--- src/rtl/cpu_defs.sv ---
// Shared CPU definitions: MDU opcodes, MDU state encoding and word width.
package cpu_defs;

  localparam int unsigned WORD_W = 32;

  localparam logic [2:0] MDU_OP_MULT  = 3'd0;
  localparam logic [2:0] MDU_OP_MULTU = 3'd1;
  localparam logic [2:0] MDU_OP_DIV   = 3'd2;
  localparam logic [2:0] MDU_OP_DIVU  = 3'd3;
  localparam logic [2:0] MDU_OP_MTHI  = 3'd4;
  localparam logic [2:0] MDU_OP_MTLO  = 3'd5;

  typedef enum logic [1:0] {
    MDU_IDLE = 2'd0,
    MDU_CALC = 2'd1,
    MDU_FIX  = 2'd2
  } mdu_state_e;

  // Per-operation control captured when an arithmetic op is accepted.
  typedef struct packed {
    logic is_div;
    logic neg_q;
    logic neg_r;
    logic dz;
  } mdu_ctl_t;

endpackage

--- src/rtl/mdu_sign_fix.sv ---
// Conditional two's-complement negate; used as abs() on operands and as
// sign correction on products, quotients and remainders.
module mdu_sign_fix #(
  parameter int unsigned W = 32
) (
  input  logic [W-1:0] i_val,
  input  logic         i_neg,
  output logic [W-1:0] o_val_c
);

  assign o_val_c = i_neg ? (~i_val + W'(1)) : i_val;

endmodule

--- src/rtl/mdu_iter.sv ---
// Iterative multiply/divide unit: 32 shift-add / restoring shift-subtract
// iterations, then one sign-fix cycle that commits HI/LO and pulses done.
module mdu_iter
  import cpu_defs::*;
#(
  parameter int unsigned WIDTH = WORD_W,
  parameter int unsigned CNT_W = 6
) (
  input  logic             clk,
  input  logic             rst,
  input  logic             start,
  input  logic [2:0]       op,
  input  logic [WIDTH-1:0] a,
  input  logic [WIDTH-1:0] b,
  input  logic             flush,
  output logic             busy,
  output logic             done,
  output logic [WIDTH-1:0] hi_o,
  output logic [WIDTH-1:0] lo_o
);

  mdu_state_e r_state, w_state_nxt;
  logic w_load, w_iter, w_commit, w_mthi, w_mtlo;

  logic [2*WIDTH-1:0] r_acc;
  logic [WIDTH:0]     r_rem;
  logic [WIDTH-1:0]   r_mcand;
  logic [CNT_W-1:0]   r_cnt;
  mdu_ctl_t           r_ctl;
  logic [WIDTH-1:0]   r_hi, r_lo;
  logic               r_busy, r_done;

  always_ff @(posedge clk) begin
    if (rst) r_state <= MDU_IDLE;
    else     r_state <= w_state_nxt;
  end

  always_comb begin
    w_state_nxt = r_state;
    w_load      = 1'b0;
    w_iter      = 1'b0;
    w_commit    = 1'b0;
    w_mthi      = 1'b0;
    w_mtlo      = 1'b0;
    case (r_state)
      MDU_IDLE: begin
        if (start && !flush) begin
          case (op)
            MDU_OP_MULT, MDU_OP_MULTU, MDU_OP_DIV, MDU_OP_DIVU: begin
              w_load      = 1'b1;
              w_state_nxt = MDU_CALC;
            end
            MDU_OP_MTHI: w_mthi = 1'b1;
            MDU_OP_MTLO: w_mtlo = 1'b1;
            default: ;
          endcase
        end
      end
      MDU_CALC: begin
        if (flush) begin
          w_state_nxt = MDU_IDLE;
        end else begin
          w_iter = 1'b1;
          if (r_cnt == CNT_W'(WIDTH - 1)) w_state_nxt = MDU_FIX;
        end
      end
      MDU_FIX: begin
        w_state_nxt = MDU_IDLE;
        w_commit    = !flush;
      end
      default: w_state_nxt = MDU_IDLE;
    endcase
  end

  // Operand preparation: magnitudes and result signs.
  logic             w_signed, w_is_div, w_a_neg, w_b_neg;
  logic [WIDTH-1:0] w_a_abs, w_b_abs;

  assign w_signed = (op == MDU_OP_MULT) || (op == MDU_OP_DIV);
  assign w_is_div = (op == MDU_OP_DIV)  || (op == MDU_OP_DIVU);
  assign w_a_neg  = w_signed & a[WIDTH-1];
  assign w_b_neg  = w_signed & b[WIDTH-1];

  mdu_sign_fix #(.W(WIDTH)) u_abs_a (.i_val(a), .i_neg(w_a_neg), .o_val_c(w_a_abs));
  mdu_sign_fix #(.W(WIDTH)) u_abs_b (.i_val(b), .i_neg(w_b_neg), .o_val_c(w_b_abs));

  // One multiply step: conditional add into the upper half, then shift right.
  logic [WIDTH:0] w_madd;
  assign w_madd = {1'b0, r_acc[2*WIDTH-1:WIDTH]} + {1'b0, r_mcand};

  // One restoring divide step; r_rem never exceeds the divisor, so the
  // trial difference always fits back into WIDTH+1 bits.
  logic [WIDTH+1:0] w_dshift;
  logic             w_dlt;
  logic [WIDTH:0]   w_ddiff;
  assign w_dshift = {r_rem, r_acc[WIDTH-1]};
  assign w_dlt    = w_dshift < {2'b00, r_mcand};
  assign w_ddiff  = w_dshift[WIDTH:0] - {1'b0, r_mcand};

  logic [2*WIDTH-1:0] w_prod_fix;
  logic [WIDTH-1:0]   w_quo_fix, w_rem_fix;

  mdu_sign_fix #(.W(2*WIDTH)) u_fix_prod (.i_val(r_acc), .i_neg(r_ctl.neg_q), .o_val_c(w_prod_fix));
  mdu_sign_fix #(.W(WIDTH)) u_fix_quo (.i_val(r_acc[WIDTH-1:0]), .i_neg(r_ctl.neg_q), .o_val_c(w_quo_fix));
  mdu_sign_fix #(.W(WIDTH)) u_fix_rem (.i_val(r_rem[WIDTH-1:0]), .i_neg(r_ctl.neg_r), .o_val_c(w_rem_fix));

  always_ff @(posedge clk) begin
    if (rst) begin
      r_acc   <= '0;
      r_rem   <= '0;
      r_mcand <= '0;
      r_cnt   <= '0;
      r_ctl   <= '0;
      r_hi    <= '0;
      r_lo    <= '0;
      r_busy  <= 1'b0;
      r_done  <= 1'b0;
    end else begin
      r_busy <= (w_state_nxt != MDU_IDLE);
      r_done <= w_commit;
      if (w_load) begin
        r_cnt   <= '0;
        r_rem   <= '0;
        r_mcand <= w_is_div ? w_b_abs : w_a_abs;
        r_acc   <= {{WIDTH{1'b0}}, (w_is_div ? w_a_abs : w_b_abs)};
        r_ctl   <= '{is_div: w_is_div, neg_q: w_a_neg ^ w_b_neg,
                     neg_r: w_a_neg, dz: (b == '0)};
      end
      if (w_iter) begin
        r_cnt <= r_cnt + CNT_W'(1);
        if (r_ctl.is_div) begin
          r_rem              <= w_dlt ? w_dshift[WIDTH:0] : w_ddiff;
          r_acc[WIDTH-1:0]   <= {r_acc[WIDTH-2:0], ~w_dlt};
        end else begin
          r_acc <= r_acc[0] ? {w_madd, r_acc[WIDTH-1:1]}
                            : {1'b0, r_acc[2*WIDTH-1:1]};
        end
      end
      if (w_mthi) r_hi <= a;
      if (w_mtlo) r_lo <= a;
      if (w_commit) begin
        if (r_ctl.is_div) begin
          r_hi <= w_rem_fix;
          r_lo <= r_ctl.dz ? '1 : w_quo_fix;
        end else begin
          r_hi <= w_prod_fix[2*WIDTH-1:WIDTH];
          r_lo <= w_prod_fix[WIDTH-1:0];
        end
      end
    end
  end

  assign busy = r_busy;
  assign done = r_done;
  assign hi_o = r_hi;
  assign lo_o = r_lo;

endmodule

--- config.mk ---
export PLATFORM = sky130hd
export DESIGN_NAME = mdu_iter
export DESIGN_NICKNAME = d
export VERILOG_FILES = /design/src/rtl/cpu_defs.sv /design/src/rtl/mdu_sign_fix.sv /design/src/rtl/mdu_iter.sv
export SDC_FILE = /design/constraint.sdc
export NUM_CORES = 1
export LEC_CHECK = 0
export CAP_MARGIN = 20
export CORE_UTILIZATION = 45
export CTS_BUF_LIST = sky130_fd_sc_hd__clkbuf_8
export DETAILED_ROUTE_END_ITERATION = 10
export PLACE_DENSITY = 0.69
export SLEW_MARGIN = 20
export SYNTH_ARGS = -nofsm -noshare
export SYNTH_HDL_FRONTEND = slang
export SYNTH_SLANG_ARGS = --single-unit
--- constraint.sdc ---
create_clock -name clk -period 4.4 [get_ports clk]
set_clock_uncertainty 0.15 [all_clocks]
set_input_delay 0.88 -clock clk [delete_from_list [all_inputs] [get_ports clk]]
set_output_delay 0.88 -clock clk [all_outputs]
set_load 0.01 [all_outputs]
==> flow_metrics.env, run 1 <==
export IMPL_clock_sinks=207
export IMPL_synth_ff_type="dfxtp_1"
export IMPL_powerDensity_nw_per_um2=258
export IMPL_gp_congestion=0.988
export IMPL_rsz0062_at_grt="no"
export IMPL_cts_tree="yes"
export IMPL_post_route_cell_area_um2=18600
export IMPL_initial_core_util_pct=46.1
export IMPL_nets=2345
export IMPL_power_leakage_nw=7.24
export IMPL_dp_cells=2617
export IMPL_hpwlAfterDp_um=47000
export IMPL_drcViolationCount=0
export IMPL_post_drt_wl_per_cell_um=23.2
export IMPL_h_tree_depth=2
export IMPL_clk_latency_ns=0.58
export IMPL_clkTransAtPathRegs_ns=0.06
export IMPL_die_height_um=191
export IMPL_avgSynthCellArea_um2=7.57
export IMPL_max_vdd_ir_drop_uv=200
export IMPL_yosysTopAreaCell="dfxtp_1"
export IMPL_p_switching_mw=1.60
export IMPL_finalCritPeriodShare_pct=91.7
export IMPL_async_flop_share_pct=0
export IMPL_ys_warn_count=0
export IMPL_synth_cell_type_count=74
export IMPL_area_growth_pct=15.8
export IMPL_dr_pass1_iters=6
export IMPL_drt_iter0_markers=1749
export IMPL_critPathTopFamily="compound AO/OA/AOI/OAI gates"
export IMPL_cp_data_arrival_time_ns=4.33
export IMPL_grt_max_degree=64
export IMPL_layout_min_cycle_time_ns=4.04
export IMPL_num_vias=17151
export IMPL_slew_violations=0
export IMPL_layoutNonFillerInstCount=2676
export IMPL_worst_pin_slew_ns=1.04
export IMPL_grt_pass1_wl_um=93700
export IMPL_drive_gt1_share_pct=6.62
export IMPL_viasPerCell=6.41
export IMPL_synth_edf_count=0
export IMPL_seqPwrFrac_pct=41.2
export IMPL_utilization_pct=53.4
export IMPL_synth_top_cell_area_share_pct=25.8
export IMPL_p_sw_share_pct=33.3
export IMPL_cts_root_buf="clkbuf_8"
export IMPL_path_depth=13
export IMPL_setup_tns_ns=0
export IMPL_pwr_share_clk_pct=36.7
export IMPL_port_buffers=136
export IMPL_pwr_share_comb_pct=22.1
export IMPL_crit_slowest_cell="a211oi_1"
export IMPL_coreArea_um2=34800
export IMPL_ant_nets=0
export IMPL_path_max_fanout=19
export IMPL_cap_violations=0
export IMPL_setup_viol=0
export IMPL_internal_power_mw=3.20
export IMPL_final_hold_viol_count=0
export IMPL_cts_setup_buffers=0
export IMPL_path_buf_inv=3
export IMPL_critPathKind="flip-flop to flip-flop"
export IMPL_status="completed"
export IMPL_min_path_type="flip-flop to flip-flop"
export IMPL_reg2reg_depth=13
export IMPL_diodes=0
export IMPL_grt_util_all_layers_pct=33.3
export IMPL_cts_buffers=39
export IMPL_overflow=0
export IMPL_antenna_found_initial=0
export IMPL_syn_inst=2119
export IMPL_ys_ff_latch=207
export IMPL_rows=68
export IMPL_max_slew_margin_pct=30.6
export IMPL_timing_fmax_ghz=0.248
export IMPL_boundaryPins=137
export IMPL_hold_depth=2
export IMPL_critPathMaxStageDelay_ns=0.47
export IMPL_die_w_um=191
export IMPL_netlist_area_um2=16000
export IMPL_clockBufferDepth=3
export IMPL_crit_path_end_kind="flip-flop"
export IMPL_cpMostUsedCell="inv_1"
export IMPL_path_cells="inv_1 > ha_1 > inv_1 > fa_1 > a211oi_1 > o211ai_1 > a21o_1 > a211oi_1 > o41a_1 > o21ai_4 > nand2_1 > inv_1 > a221o_1"
export IMPL_grt_pass1_vias=15915
export IMPL_die_area_um2=36400
export IMPL_dpl_cell_area_um2=17900
export IMPL_seq_area_frac_synth_pct=25.8
export IMPL_yosys_top_cells_area="dfxtp_1, nand2_1, xor2_1"
export IMPL_syn_num_nets=2261
export IMPL_start_kind="flip-flop"
export IMPL_wirelength_um=62200
export IMPL_worstPathRequired_ns=4.69
==> per-layer routing <==
| metal | GRT usage, % | share of wire (%) |
|---|---|---|
| met1 | 44.9 | 43 |
| met5 | 0 | 0 |
| met4 | 15.9 | 4.9 |
| met2 | 51.3 | 44 |
| met3 | 5.61 | 8.3 |
==> power by group through the flow <==
stage	Combinational [mW]	Clock (mW)	Sequential (mW)
6_report	1.06	1.76	1.98
4_1_cts	1.04	1.78	1.97
3_5_place_dp	1.03	0	2.01
3_3_place_gp	1.02	0	2.01
5_1_grt	1.14	1.87	1.98
2_1_floorplan	0.668	0	1.98
==> cell type report <==
class / count / area, µm²
clock buffer: 43 / 592
clock inverter: 16 / 70.1
sequential: 207 / 4150
multi-input combinational: 1700 / 11200
tap: 455 / 569
inverter: 62 / 233
timing repair buffer: 193 / 1820
fill: 3355 / 16200
==> worst reg2reg max path, delay by kind of cell (launching register included) <==
kind | cells | cell delay, ns
adders and majority gates | 2 | 0.62
AOI/OAI and AO/OA | 7 | 2.25
and+or+nand+nor | 1 | 0.26
DFF | 1 | 0.38
buffers and inverters | 3 | 0.26
==> path summary, 6_finish.rpt <==
path / start / end / slack (ns)
worst max-delay path: r_acc[31]$_SDFFE_PP0P_ / r_rem[31]$_SDFF_PP0_ / 0.36
worst min-delay path: r_rem[32]$_SDFF_PP0_ / r_rem[32]$_SDFF_PP0_ / 0.32
worst max register to register: r_acc[31]$_SDFFE_PP0P_ / r_rem[31]$_SDFF_PP0_ / 0.36
worst min register to register: r_rem[32]$_SDFF_PP0_ / r_rem[32]$_SDFF_PP0_ / 0.32
==> metrics by stage <==
stage | hold slack, ns | worst slack (ns) | total power, mW
after floorplan | 0.287 | 1.09 | 2.64
after global placement | 0.300 | 0.415 | 3.04
after detailed placement | 0.311 | 0.278 | 3.04
after CTS | 0.321 | 0.354 | 4.79
after global routing | 0.355 | 0.0977 | 4.99
final | 0.317 | 0.364 | 4.80
==> cells in the mapped netlist, types with 10 or more instances <==
cell type,count
a211oi_1,18
a21o_1,39
a21oi_1,170
a221oi_1,36
a222oi_1,17
a22oi_1,17
a311oi_1,21
a31oi_1,50
and3_1,10
buf_1,11
clkbuf_1,138
dfxtp_1,207
ha_1,69
inv_1,62
mux2i_1,80
nand2_1,254
nand2b_1,22
nand3_1,50
nand4_1,14
nor2_1,166
nor3_1,35
nor4_1,13
o211ai_1,17
o21ai_0,139
o22ai_1,17
o31ai_1,43
o41ai_1,21
or3_1,26
or4_1,20
xnor2_1,94
xor2_1,102
==> layout by cell type, fill, tap and decap left out, types with 8 or more instances in the layout <==
| cell type | count |
|---|---|
| nand2_1 | 253 |
| dfxtp_1 | 205 |
| a21oi_1 | 169 |
| nor2_1 | 163 |
| o21ai_0 | 139 |
| clkdlybuf4s50_1 | 135 |
| xor2_1 | 102 |
| xnor2_1 | 94 |
| mux2i_1 | 80 |
| inv_1 | 75 |
| ha_1 | 69 |
| buf_4 | 55 |
| nand3_1 | 50 |
| a31oi_1 | 50 |
| o31ai_1 | 43 |
| clkbuf_8 | 43 |
| a21o_1 | 39 |
| a221oi_1 | 36 |
| nor3_1 | 32 |
| or3_1 | 26 |
| a311oi_1 | 21 |
| o41ai_1 | 21 |
| or4_1 | 20 |
| nand2b_1 | 20 |
| a211oi_1 | 18 |
| o22ai_1 | 17 |
| a22oi_1 | 17 |
| o211ai_1 | 17 |
| a222oi_1 | 17 |
| nand4_1 | 14 |
| nor4_1 | 13 |
| and3_1 | 10 |
| or2_2 | 9 |
| o21bai_1 | 9 |
| o21a_1 | 8 |
| a32oi_1 | 8 |
==> repair_timing <==
| item | CTS | global route |
|---|---|---|
| gates resized for setup | 0 | 1 |
| endpoints found under the setup margin | 0 | 2 |
| hold buffers | 0 | 0 |
==> sequential cells by signal, summed over array words and instances, names as in the netlist <==
register and cells:
hi_o 32, busy 1, r_acc 64, r_mcand 32, r_state 2, r_ctl 4, done 1, lo_o 32
r_cnt 6, r_rem 33
==> kinds of logic (layout without fill, tap and decap cells) <==
group	after synthesis	count (layout)	synth area share, %
AOI/OAI and AO/OA	690	690	28.6
xor gates and xnor gates	196	196	10.7
adders and majority gates	71	71	5.63
buffers and inverters	212	314	4.97
DFF	207	207	25.8
muxes	86	86	5.41
and+or+nand+nor	657	657	18.9
Power figures use the tool's default switching activity.
==> inputs of run 2 (changes only) <==
--- a/config.mk
+++ b/config.mk
@@ -10,6 +10,7 @@
 export CTS_BUF_LIST = sky130_fd_sc_hd__clkbuf_8
 export DETAILED_ROUTE_END_ITERATION = 10
 export PLACE_DENSITY = 0.69
+export SETUP_SLACK_MARGIN = 0.3
 export SLEW_MARGIN = 20
 export SYNTH_ARGS = -nofsm -noshare
 export SYNTH_HDL_FRONTEND = slang
==> run 2 against run 1 <==
  * Total power up 0.29%
  * Combinational power hardly changed
  * Via count up 0.53%
  * Worst hold slack better by 0.00059 ns
  * Die area did not move
  * Cell area rose by 0.15%
  * Fmax increased by 6.4%
  * Setup slack better by 0.24 ns
  * Routed wire length about the same
  * Global-route usage is the same
  * Non-clock buffer count is 3 higher
  * Sequential share of layout area is essentially flat
  * Critical path type unchanged
  * Critical endpoint unchanged
  * Highest routed layer unchanged
==> flow_metrics.env, run 2 (synthesized netlist as in run 1, its figures left out) <==
export IMPL_whs_ns=0.318
export IMPL_boundaryPins=137
export IMPL_power_mw=4.81
export IMPL_status="completed"
export IMPL_rows=68
export IMPL_max_vdd_ir_drop_uv=199
export IMPL_crit_slowest_cell="fa_1"
export IMPL_cp_data_arrival_time_ns=4.09
export IMPL_post_route_cell_area_um2=18600
export IMPL_hold_buffers=0
export IMPL_dr_pass1_iters=6
export IMPL_layout_min_cycle_time_ns=3.79
export IMPL_final_cell_mix="nand2_1, dfxtp_1, a21oi_1, nor2_1, o21ai_0"
export IMPL_min_path_type="flip-flop to flip-flop"
export IMPL_final_hold_viol_count=0
export IMPL_clock_sinks=207
export IMPL_powerDensity_nw_per_um2=258
export IMPL_die_w_um=191
export IMPL_wirelength_um=62200
export IMPL_worst_pin_slew_ns=1.03
export IMPL_cts_buffers=39
export IMPL_grt_max_degree=64
export IMPL_mostFrequentLayoutCell="nand2_1"
export IMPL_p_switching_mw=1.61
export IMPL_die_area_um2=36400
export IMPL_met3_length_um=5410
export IMPL_drt_iter0_markers=1743
export IMPL_wl_met1_um=26400
export IMPL_fillCellCount=3353
export IMPL_power_leakage_nw=7.25
export IMPL_largest_register_ffs=64
export IMPL_path_cells="inv_1 > ha_1 > inv_1 > fa_1 > a211oi_1 > o211ai_1 > a21o_1 > a211oi_2 > o41a_1 > o21ai_4 > nand2_1 > inv_1 > a221o_1"
export IMPL_setup_tns_ns=0
export IMPL_ant_nets=0
export IMPL_cts_root_buf="clkbuf_8"
export IMPL_critPathTopFamily="compound AO/OA/AOI/OAI gates"
export IMPL_critPathKind="flip-flop to flip-flop"
export IMPL_pwr_share_comb_pct=22.3
export IMPL_path_buf_inv=3
export IMPL_viasPerCell=6.44
export IMPL_internal_power_mw=3.21
export IMPL_clk_latency_ns=0.58
export IMPL_pwr_share_clk_pct=36.6
export IMPL_grt_pass1_vias=15915
export IMPL_dpl_cell_area_um2=17900
export IMPL_max_slew_margin_pct=31.3
export IMPL_clockBufferDepth=3
export IMPL_seqPwrFrac_pct=41.1
export IMPL_largest_registers="r_acc: 64 flops, r_rem: 33 flops"
export IMPL_gp_congestion=0.988
export IMPL_reg2reg_depth=13
export IMPL_grt_pass1_wl_um=93700
export IMPL_clkTransAtPathRegs_ns=0.06
export IMPL_antenna_found_initial=0
export IMPL_top_layer="met4"
export IMPL_post_drt_wl_per_cell_um=23.2
export IMPL_cts_tree="yes"
export IMPL_regMostFlops="r_acc"
export IMPL_wl_met2_um=27300
export IMPL_grt_util_all_layers_pct=33.3
export IMPL_cpMostUsedCell="inv_1"
export IMPL_die_height_um=191
export IMPL_cap_violations=0
export IMPL_slew_violations=0
export IMPL_coreArea_um2=34800
export IMPL_timing_fmax_ghz=0.264
export IMPL_drive_gt1_share_pct=6.79
export IMPL_drcViolationCount=0
export IMPL_num_vias=17242
export IMPL_start_kind="flip-flop"
export IMPL_worstPathRequired_ns=4.69
export IMPL_initial_core_util_pct=46.1
export IMPL_path_max_fanout=19
export IMPL_p_sw_share_pct=33.4
export IMPL_port_buffers=136
export IMPL_nets=2348
export IMPL_finalCritPeriodShare_pct=86.2
export IMPL_hpwlAfterDp_um=47000
export IMPL_overflow=0
export IMPL_crit_path_end_kind="flip-flop"
export IMPL_hold_depth=2
export IMPL_h_tree_depth=2
export IMPL_area_growth_pct=16.0
export IMPL_critPathMaxStageDelay_ns=0.43
export IMPL_rsz0062_at_grt="no"
export IMPL_diodes=0
export IMPL_path_depth=13
export IMPL_setup_viol=0
run 2: per-layer routing:
layer | GRT usage, % | vias up
li1 | - | 7992
met1 | 44.9 | 8227
met2 | 51.3 | 858
met3 | 5.61 | 165
met4 | 15.9 | 0
met5 | 0 | -
run 2: power groups by stage:
stage	Clock [mW]	Sequential, mW	Combinational (mW)
floorplan	0	1.98	0.668
global placement	0	2.01	1.02
detailed placement	0	2.01	1.03
CTS	1.78	1.97	1.04
global route	1.87	1.98	1.15
finish	1.76	1.98	1.07
run 2: final cells by class:
class                           count  area, µm²  share of cell area [%]
Clock buffer                       43        592                    3.18
Clock inverter                     16       70.1                   0.376
Inverter                           62        233                    1.25
Multi-Input combinational cell   1700      11200                    60.0
Sequential cell                   207       4150                    22.3
Tap cell                          455        569                    3.06
Timing Repair Buffer              196       1840                    9.87
run 2: worst paths after layout:
| check | endpoint | slack (ns) | from |
|---|---|---|---|
| worst max-delay path | r_rem[31]$_SDFF_PP0_ | 0.61 | r_acc[31]$_SDFFE_PP0P_ |
| worst max register to register | r_rem[31]$_SDFF_PP0_ | 0.61 | r_acc[31]$_SDFFE_PP0P_ |
| worst min register to register | r_rem[32]$_SDFF_PP0_ | 0.32 | r_rem[32]$_SDFF_PP0_ |
| worst min-delay path | r_rem[32]$_SDFF_PP0_ | 0.32 | r_rem[32]$_SDFF_PP0_ |
run 2: per-stage QoR:
stage               setup WS, ns  std cells  utilization (%)
detailed placement         0.278       2617             51.5
global route               0.326       2679             53.5
CTS                        0.354       2676             53.4
global placement           0.415       2617             51.5
floorplan                   1.09       2119                -
finish                     0.607       2679             53.5
run 2: what timing repair did:
item / CTS / global route
gates resized for setup: 0 / 2
endpoints found under the hold margin: 0 / 0
setup endpoints to repair: 0 / 31
buffers inserted: 0 / 3
run 2: worst register-to-register path, delay by kind of cell, from the launching register on:
family / cells / cell delay, ns
AO/OA/AOI/OAI: 7 / 2.00
adder cells (fa/ha/maj): 2 / 0.62
flip-flops: 1 / 0.38
buffers and inverters: 3 / 0.26
AND/OR/NAND/NOR: 1 / 0.26
